`config.mk`:
```
export PLATFORM = sky130hd
export DESIGN_NAME = jk_bank_sched_flat
export DESIGN_NICKNAME = d
export VERILOG_FILES = /design/src/rtl/jk_bank_sched_if.sv /design/src/rtl/jk_bank_sched.sv /design/src/flat_wrapper.sv
export SDC_FILE = /design/constraint.sdc
export NUM_CORES = 1
export LEC_CHECK = 0
export ABC_CLOCK_PERIOD_IN_PS = 4900
export CAP_MARGIN = 20
export CORE_ASPECT_RATIO = 0.9
export CORE_UTILIZATION = 40
export DETAILED_ROUTE_END_ITERATION = 10
export GPL_TIMING_DRIVEN = 0
export MAX_ROUTING_LAYER = met4
export PLACE_DENSITY = 0.82
export SLEW_MARGIN = 20
export SYNTH_ARGS = -nofsm -noshare
export SYNTH_HDL_FRONTEND = slang
export SYNTH_SLANG_ARGS = --single-unit
```
`constraint.sdc`:
```
create_clock -name clk -period 4.9 [get_ports clk]
set_input_delay 0.735 -clock clk [delete_from_list [all_inputs] [get_ports clk]]
set_output_delay 0.735 -clock clk [all_outputs]
set_load 0.01 [all_outputs]
```
`src/rtl/jk_bank_sched_if.sv`:
```
`default_nettype none
// +----------------------------------------------------------------------------+
// | jk_bank_sched_if : requester command bus and JK-bank link for jk_bank_sched |
// | Revision 1.0                                                               |
// +----------------------------------------------------------------------------+
interface jk_bank_sched_if #(
   parameter int NREQ = 4,
   parameter int NFF  = 8,
   parameter int IDXW = 4,
   parameter int REQW = 2
);
   logic [NREQ-1:0]      req_valid;
   logic [2*NREQ-1:0]    req_op;
   logic [IDXW*NREQ-1:0] req_idx;
   logic [NREQ-1:0]      req_ready;
   logic [NFF-1:0]       bank_j;
   logic [NFF-1:0]       bank_k;
   logic [NFF-1:0]       bank_q;
   logic                 done_valid;
   logic [REQW-1:0]      done_req;
   logic                 done_err;

   // Control side: posts commands, owns the flop bank and consumes completions.
   modport master (
      output req_valid, req_op, req_idx, bank_q,
      input  req_ready, bank_j, bank_k, done_valid, done_req, done_err
   );

   // Scheduler side.
   modport slave (
      input  req_valid, req_op, req_idx, bank_q,
      output req_ready, bank_j, bank_k, done_valid, done_req, done_err
   );
endinterface
`default_nettype wire

```
`src/rtl/jk_bank_sched.sv`:
```
`default_nettype none
// +----------------------------------------------------------------------------+
// | jk_bank_sched : round-robin JK command scheduler for a shared flop bank     |
// | Optional readback CHECK state enabled by defining JK_BANK_SCHED_CHECK_EN.   |
// | Revision 1.0                                                               |
// +----------------------------------------------------------------------------+
module jk_bank_sched #(
   parameter int NREQ = 4,
   parameter int NFF  = 8,
   parameter int IDXW = 4,
   parameter int REQW = 2
) (
   input wire             clk,
   input wire             reset,
   jk_bank_sched_if.slave bus
);

`ifdef JK_BANK_SCHED_CHECK_EN
   typedef enum logic [1:0] {
      S_IDLE  = 2'd0,
      S_ISSUE = 2'd1,
      S_CHECK = 2'd2
   } state_t;
`else
   typedef enum logic [1:0] {
      S_IDLE  = 2'd0,
      S_ISSUE = 2'd1
   } state_t;
`endif

   state_t           state_q, state_d;
   logic [REQW-1:0]  p_q, p_d;
   logic [NFF-1:0]   bank_j_q, bank_j_d;
   logic [NFF-1:0]   bank_k_q, bank_k_d;
   logic             done_valid_q, done_valid_d;
   logic [REQW-1:0]  done_req_q, done_req_d;

`ifdef JK_BANK_SCHED_CHECK_EN
   logic [REQW-1:0]  g_q, g_d;
   logic [IDXW-1:0]  idx_q, idx_d;
   logic             oor_q, oor_d;
   logic             exp_q, exp_d;
   logic             w_q_sel;
`else
   logic             done_err_q, done_err_d;
`endif

   logic [NREQ-1:0]  w_rot;
   logic             w_any;
   logic [REQW:0]    w_sum;
   logic [REQW-1:0]  w_win;
   logic [1:0]       w_op;
   logic [IDXW-1:0]  w_idx;
   logic             w_oor;
   logic             w_accept;

   function automatic logic q_at(input logic [NFF-1:0] q, input logic [IDXW-1:0] idx);
      q_at = 1'b0;
      for (int k = 0; k < NFF; k++) begin
         if (idx == IDXW'(k)) q_at = q[k];
      end
   endfunction

   // Rotate valids so bit 0 is the requester at the pointer; first set bit wins.
   always_comb begin
      w_rot = NREQ'({bus.req_valid, bus.req_valid} >> p_q);
      w_any = 1'b0;
      w_sum = '0;
      for (int k = 0; k < NREQ; k++) begin
         if (!w_any && w_rot[k]) begin
            w_any = 1'b1;
            w_sum = {1'b0, p_q} + (REQW+1)'(k);
         end
      end
      if (w_sum >= (REQW+1)'(NREQ)) w_sum = w_sum - (REQW+1)'(NREQ);
      w_win = w_sum[REQW-1:0];
   end

   always_comb begin
      w_op  = '0;
      w_idx = '0;
      for (int k = 0; k < NREQ; k++) begin
         if (w_win == REQW'(k)) begin
            w_op  = bus.req_op[2*k +: 2];
            w_idx = bus.req_idx[IDXW*k +: IDXW];
         end
      end
   end

   assign w_oor    = ({1'b0, w_idx} >= (IDXW+1)'(NFF));
   // A cycle with reset high never completes a handshake, so ready stays low.
   assign w_accept = (state_q == S_IDLE) && w_any && !reset;
   assign bus.req_ready = w_accept ? (NREQ'(1) << w_win) : '0;

`ifdef JK_BANK_SCHED_CHECK_EN
   assign w_q_sel = q_at(bus.bank_q, w_idx);
`endif

   always_comb begin
      state_d      = state_q;
      p_d          = p_q;
      bank_j_d     = '0;
      bank_k_d     = '0;
      done_valid_d = 1'b0;
      done_req_d   = done_req_q;
`ifdef JK_BANK_SCHED_CHECK_EN
      g_d          = g_q;
      idx_d        = idx_q;
      oor_d        = oor_q;
      exp_d        = exp_q;
`else
      done_err_d   = 1'b0;
`endif
      case (state_q)
         S_IDLE: begin
            if (w_accept) begin
               state_d = S_ISSUE;
               p_d     = (w_win == REQW'(NREQ-1)) ? '0 : w_win + 1'b1;
               if (!w_oor) begin
                  bank_j_d = NFF'(w_op[1]) << w_idx;
                  bank_k_d = NFF'(w_op[0]) << w_idx;
               end
`ifdef JK_BANK_SCHED_CHECK_EN
               g_d   = w_win;
               idx_d = w_idx;
               oor_d = w_oor;
               case (w_op)
                  2'b00:   exp_d = w_q_sel;
                  2'b01:   exp_d = 1'b0;
                  2'b10:   exp_d = 1'b1;
                  default: exp_d = ~w_q_sel;
               endcase
`else
               done_valid_d = 1'b1;
               done_req_d   = w_win;
               done_err_d   = w_oor;
`endif
            end
         end
         S_ISSUE: begin
`ifdef JK_BANK_SCHED_CHECK_EN
            state_d      = S_CHECK;
            done_valid_d = 1'b1;
            done_req_d   = g_q;
`else
            state_d      = S_IDLE;
`endif
         end
`ifdef JK_BANK_SCHED_CHECK_EN
         S_CHECK: state_d = S_IDLE;
`endif
         default: state_d = S_IDLE;
      endcase
   end

   always_ff @(posedge clk) begin
      if (reset) begin
         state_q      <= S_IDLE;
         p_q          <= '0;
         bank_j_q     <= '0;
         bank_k_q     <= '0;
         done_valid_q <= 1'b0;
         done_req_q   <= '0;
`ifdef JK_BANK_SCHED_CHECK_EN
         g_q          <= '0;
         idx_q        <= '0;
         oor_q        <= 1'b0;
         exp_q        <= 1'b0;
`else
         done_err_q   <= 1'b0;
`endif
      end else begin
         state_q      <= state_d;
         p_q          <= p_d;
         bank_j_q     <= bank_j_d;
         bank_k_q     <= bank_k_d;
         done_valid_q <= done_valid_d;
         done_req_q   <= done_req_d;
`ifdef JK_BANK_SCHED_CHECK_EN
         g_q          <= g_d;
         idx_q        <= idx_d;
         oor_q        <= oor_d;
         exp_q        <= exp_d;
`else
         done_err_q   <= done_err_d;
`endif
      end
   end

   assign bus.bank_j     = bank_j_q;
   assign bus.bank_k     = bank_k_q;
   assign bus.done_valid = done_valid_q;
   assign bus.done_req   = done_req_q;
`ifdef JK_BANK_SCHED_CHECK_EN
   // The bank only shows its updated Q during CHECK, so the verdict is formed live.
   assign bus.done_err   = done_valid_q & (oor_q | (q_at(bus.bank_q, idx_q) != exp_q));
`else
   assign bus.done_err   = done_err_q;
`endif

endmodule
`default_nettype wire

```
`src/flat_wrapper.sv`:
```
// flat-port wrapper written by rule: the top's interface ports become plain ports
module jk_bank_sched_flat 
#(
   parameter int NREQ = 4,
   parameter int NFF  = 8,
   parameter int IDXW = 4,
   parameter int REQW = 2
)
  (clk, reset, bus_req_valid, bus_req_op, bus_req_idx, bus_bank_q, bus_req_ready, bus_bank_j, bus_bank_k, bus_done_valid, bus_done_req, bus_done_err);
  jk_bank_sched_if #(.NREQ(NREQ), .NFF(NFF), .IDXW(IDXW), .REQW(REQW)) bus_i ();
  input wire clk;
  input wire reset;
  input wire logic [$bits(bus_i.req_valid)-1:0] bus_req_valid;
  input wire logic [$bits(bus_i.req_op)-1:0] bus_req_op;
  input wire logic [$bits(bus_i.req_idx)-1:0] bus_req_idx;
  input wire logic [$bits(bus_i.bank_q)-1:0] bus_bank_q;
  output wire logic [$bits(bus_i.req_ready)-1:0] bus_req_ready;
  output wire logic [$bits(bus_i.bank_j)-1:0] bus_bank_j;
  output wire logic [$bits(bus_i.bank_k)-1:0] bus_bank_k;
  output wire logic [$bits(bus_i.done_valid)-1:0] bus_done_valid;
  output wire logic [$bits(bus_i.done_req)-1:0] bus_done_req;
  output wire logic [$bits(bus_i.done_err)-1:0] bus_done_err;
  assign bus_i.req_valid = bus_req_valid;
  assign bus_i.req_op = bus_req_op;
  assign bus_i.req_idx = bus_req_idx;
  assign bus_i.bank_q = bus_bank_q;
  assign bus_req_ready = bus_i.req_ready;
  assign bus_bank_j = bus_i.bank_j;
  assign bus_bank_k = bus_i.bank_k;
  assign bus_done_valid = bus_i.done_valid;
  assign bus_done_req = bus_i.done_req;
  assign bus_done_err = bus_i.done_err;
  jk_bank_sched #(.NREQ(NREQ), .NFF(NFF), .IDXW(IDXW), .REQW(REQW)) u_core (.clk(clk), .reset(reset), .bus(bus_i));
endmodule
```
==> metrics, run 1 <==
PwrDens=297 mW/mm^2; grt ovf=0; most frequent cells in the layout=clkdlybuf4s50_1 (52), nor2_1 (23), dfxtp_1 (23); maxcap violations=0; Slew HR=67.5%; commonest non-fill, non-tap cell in the layout=clkdlybuf4s50_1; Initial Util=43.3%; fin util=66.5%; Fin Setup TNS=0 ns; critical path arrival=3.08 ns; layout cells sized above 1=7.73%; Reg2Reg Depth=10; Final Wtd Congestion=0.778; final setup fails=0; total core area=0.00251 sq mm; vias per std cell=5.22; final critical-path required period=3.82 ns; clk_lat worst skew=0.31 ns; largest net degree at the start of global routing=13; remaining routing DRC violations=0; WS Path Type=primary input to primary output; RSZ-0062 raised after global routing=false; total non-filler cell area in the finished layout=0.00167 sq mm; antenna cells=0; clock-pin slew on the worst setup and hold paths=0.12 ns; r2r startpoint=u_core.p_q[1]; final max-slew violation count=0; Longest Clk Path Bufs=2; Mapped Cells=125; sequential share of the synthesized area=42.4%; Post-Route WL=2740 um; H-tree levels=1; CP Capture Point=bus_req_ready[3]; Sink Count=23; Slew @ Worst Pin=0.488 ns; Root Driver=clkbuf_4; post-cts sizing count=0; I/O pins=62; initial antenna violation count=0; placed cells=205; Area Overhead vs Synth=53.6%; RR Endpoint=u_core.bus.bank_j[6]; area of placed instances=0.00164 sq mm; CTS tree=built; post-synth top area share=42.4%; 1st-iter DRT viols=29; # rows=17; Non-Filler Instances=209; vias in the first global route=987; Synth warnings=0; synthesized area per cell=8.69 sq um; register bit total from synthesis=23; post-synthesis cell type count=36; post-CTS setup buffer count=0; Max Clock Freq=0.262 GHz; Synth Net Count=167; Final ANT Viol Nets=0; Crit. Startpoint=bus_req_valid[1]; Synth area leaders=dfxtp_1 (42%), nor2_1 (7.9%), ha_1 (4.6%); CP endpoint kind=primary output; chip height=51.4 um; Final Hold Viols=0; Min-Delay Path Class=flop to flop; global-route wire length before repair=4300 um; outcome=complete, no violations; WP data required=4.16 ns; Max VDD drop=0.132 mV; die width=56.9 um; 1st-pass router iterations=6; Startpoint Class=primary input; total track usage=19.7%; Num CTS Buffers=3; Reg2Reg Setup Slack=2.34 ns; PortBufs=52; Hold Buf Count CTS=0; total number of vias=1,090; post-detail-place hpwl=2210 um; Die ar.=0.00293 sq mm; Lkg Pwr=0.636 nW; Synth area leader=dfxtp_1; top_reg_cell synth=dfxtp_1; worst clock skew=0.00485 ns; Post-synth EDFFs=0; wire per inst=13.1 um; period utilization=77.9%; Post-Syn Area=0.00109 sq mm; # nets final=224; total power=0.495 mW; Max FO, Critical Path=9; post-synthesis async set-or-reset flop share=0%
[final cells by class]
class	count	area (sq um)
Fill cell	218	842
Multi-Input combinational cell	90	564
Timing Repair Buffer	52	520
Sequential cell	23	460
Tap cell	28	35.0
Buffer	4	31.3
Inverter	8	30.0
Clock buffer	4	26.3
[through the flow]
step,worst slack (ns),hold slack (ns)
after floorplan,2.28,0.459
after global placement,1.15,0.474
after detailed placement,1.11,0.487
after CTS,1.11,0.514
after global routing,0.850,0.542
final,1.08,0.510
[state kept, by name (all words and copies together) (netlist names)]
name,count
u_core.bus.done_valid,1
u_core.state_q,1
u_core.bus.bank_j,8
u_core.p_q,2
u_core.bus.done_req,2
u_core.bus.done_err,1
u_core.bus.bank_k,8
[power breakdown]
group          leakage [nW]  switching, mW  total, mW  internal [mW]
combinational         0.434          0.108      0.201         0.0934
sequential            0.187        0.00669      0.206          0.199
clock                0.0150         0.0565     0.0883         0.0318
[worst min path at each step]
stage,startpoint,endpoint,cells past startpoint
3_3_place_gp,u_core.bus.done_req[0],u_core.bus.done_req[0],2
6_report,u_core.p_q[0],u_core.p_q[0],2
4_1_cts,u_core.p_q[0],u_core.p_q[0],2
5_1_grt,u_core.bus.done_req[0],u_core.bus.done_req[0],2
3_5_place_dp,u_core.bus.done_req[0],u_core.bus.done_req[0],2
2_1_floorplan,u_core.p_q[0],u_core.p_q[0],2
[logic make-up (layout without fill, tap and decap cells)]
family	after synthesis	count (layout)	share of synthesized area [%]
AND/OR/NAND/NOR	59	59	27.0
buffers and inverters	12	68	5.64
AO/OA/AOI/OAI	24	24	17.6
flip-flops	23	23	42.4
multiplexers	3	3	2.77
adder cells (fa/ha/maj)	4	4	4.61
[metal layers]
layer | track usage, % | vias up | share of wire, % | routed length [um]
met3 | 2.28 | 4 | 4.8 | 132
met2 | 34.3 | 41 | 49 | 1340
li1 | - | 545 | - | -
met5 | - | - | 0 | 0
met1 | 24.0 | 500 | 45 | 1230
met4 | 6.10 | 0 | 1.5 | 42
[synth_stat cells (2+ instances only)]
cell / instances
nand2_2: 2
nand2_1: 12
o22a_1: 3
mux2i_1: 3
o211ai_1: 4
o21ai_0: 2
nor3_1: 4
dfxtp_1: 23
nand4_1: 2
a21oi_1: 5
buf_6: 2
and2_1: 3
ha_1: 4
nor2_1: 23
inv_1: 8
nand3_1: 5
[critical path: stages]
cell and delay [ns]:
clkdlybuf4s50_1 0.55, a21boi_0 0.19, o32ai_1 0.13, nor2_1 0.26, ha_1 0.22, buf_6 0.14
inv_1 0.11, nor3_1 0.19, clkdlybuf4s50_1 0.56
Note: power is estimated with default switching activity, not from simulation.
==> run 2: changes to the inputs <==
--- a/config.mk
+++ b/config.mk
@@ -5,14 +5,14 @@
 export SDC_FILE = /design/constraint.sdc
 export NUM_CORES = 1
 export LEC_CHECK = 0
-export ABC_CLOCK_PERIOD_IN_PS = 4900
+export ABC_CLOCK_PERIOD_IN_PS = 3850
 export CAP_MARGIN = 20
 export CORE_ASPECT_RATIO = 0.9
-export CORE_UTILIZATION = 40
+export CORE_UTILIZATION = 37
 export DETAILED_ROUTE_END_ITERATION = 10
 export GPL_TIMING_DRIVEN = 0
 export MAX_ROUTING_LAYER = met4
-export PLACE_DENSITY = 0.82
+export PLACE_DENSITY = 0.76
 export SLEW_MARGIN = 20
 export SYNTH_ARGS = -nofsm -noshare
 export SYNTH_HDL_FRONTEND = slang
==> constraint.sdc (replaced) <==
create_clock -name clk -period 3.85 [get_ports clk]
set_input_delay 0.5775 -clock clk [delete_from_list [all_inputs] [get_ports clk]]
set_output_delay 0.5775 -clock clk [all_outputs]
set_load 0.01 [all_outputs]
==> metrics, run 2 (synthesized netlist as in run 1, its figures left out) <==
outcome=complete, no violations; post-CTS setup buffer count=0; critical path arrival=2.96 ns; internal power=0.411 mW; Longest Clk Path Bufs=2; CP endpoint kind=primary output; Reg area=460 sq um; final max-slew violation count=0; Max VDD drop=0.143 mV; PortBufs=52; Reg2Reg Setup Slack=1.25 ns; layout cells sized above 1=8.29%; final critical-path required period=3.54 ns; Root Driver=clkbuf_4; total non-filler cell area in the finished layout=0.00168 sq mm; global route hottest layer=met2; PwrDens=372 mW/mm^2; share of power burned in registers=41.8%; total number of vias=1,068; post-cts sizing count=0; Slew @ Worst Pin=0.435 ns; combinational power share=41.1%; Fin Setup TNS=0 ns; CP max stage delay=0.57 ns; 1st-pass router iterations=4; WP data required=3.27 ns; clk_lat worst skew=0.31 ns; area of placed instances=0.00166 sq mm; Final Hold Viols=0; # rows=18; dpl ws=0.297 ns; chip height=53.4 um; H-tree levels=1; vias per std cell=4.83; total core area=0.00277 sq mm; Crit path top cell by count=clkdlybuf4s50_1; total track usage=18.8%; most frequent cells in the layout=clkdlybuf4s50_1 (52), nor2_1 (23), dfxtp_1 (23); worst clock skew=0.00413 ns; Max Clock Freq=0.283 GHz; RSZ-0062 raised after global routing=false; Lkg Pwr=0.638 nW; Num CTS Buffers=3; fin util=60.8%; Initial Util=39.2%; Hold Crit Depth=2; WS Path Type=primary input to primary output; Post-Route WL=2670 um; cell family with most CP delay=buffers and inverters; largest net degree at the start of global routing=14; setup ws final=0.311 ns; global-route wire length before repair=4290 um; I/O pins=62; M2 GR Usage=30.3%; GR Layer Usage met3=2.20%; Non-Filler Instances=221; placed cells=217; Startpoint Class=primary input; Switch Pwr=0.215 mW; Reg2Reg Depth=10; Worst path slowest cell=clkdlybuf4s50_1; antenna cells=0; maxcap violations=0; remaining routing DRC violations=0; grt ovf=0; commonest non-fill, non-tap cell in the layout=clkdlybuf4s50_1; hold_ws=0.504 ns; multi-input logic area=564 sq um; 1st-iter DRT viols=36; final setup fails=0; CTS tree=built; clock-pin slew on the worst setup and hold paths=0.12 ns; total power=0.626 mW; post-detail-place hpwl=2190 um; # nets final=224; period utilization=91.9%; Slew HR=71.0%; vias in the first global route=950; fillers=258; Die ar.=0.00316 sq mm; die width=59.1 um; Max FO, Critical Path=9; wire per inst=12.1 um; Min-Delay Path Class=flop to flop; Area Overhead vs Synth=55.1%; Critical path buffers and inverters=4; clock power share=17.2%; Final Wtd Congestion=0.789; initial antenna violation count=0; Sw Ratio=34.4%; Hold Buf Count CTS=0; Sink Count=23; met1 GRT Util=24.2%; Critical Path Stages=9; Final ANT Viol Nets=0; worst-path cell chain=clkdlybuf4s50_1, a21boi_0, o32ai_1, nor2_1, ha_1, buf_6, inv_1, nor3_1, clkdlybuf4s50_1
==> run 2: layout make-up <==
| class | instances | share of cell area [%] |
|---|---|---|
| Tap cell | 40 | 2.97 |
| Inverter | 8 | 1.78 |
| Buffer | 4 | 1.86 |
| Multi-Input combinational cell | 90 | 33.5 |
| Timing Repair Buffer | 52 | 30.9 |
| Sequential cell | 23 | 27.3 |
| Clock buffer | 3 | 1.34 |
| Clock inverter | 1 | 0.297 |
==> run 2: final timing paths <==
check                    startpoint                endpoint
max                bus_req_valid[1]        bus_req_ready[3]
max reg2reg           u_core.p_q[1]    u_core.bus.bank_j[6]
min reg2reg  u_core.bus.done_req[0]  u_core.bus.done_req[0]
min          u_core.bus.done_req[0]  u_core.bus.done_req[0]
==> run 2: per-layer routing <==
layer  routed length [um]  vias to the layer above
li1                     -                      543
met1                 1270                      479
met2                 1240                       42
met3                  120                        4
met4                   38                        0
met5                    0                        -
==> run 2: power groups by stage <==
stage	clock [mW]	combinational, mW	sequential, mW
floorplan	0	0.157	0.271
global placement	0	0.247	0.266
detailed placement	0	0.254	0.267
CTS	0.109	0.255	0.262
global route	0.123	0.284	0.263
finish	0.108	0.257	0.262
==> run 2: worst min-delay path: stages (launching register included) <==
cell and delay, ns:
dfxtp_1 0.35, a21oi_1 0.06, nor2_1 0.07
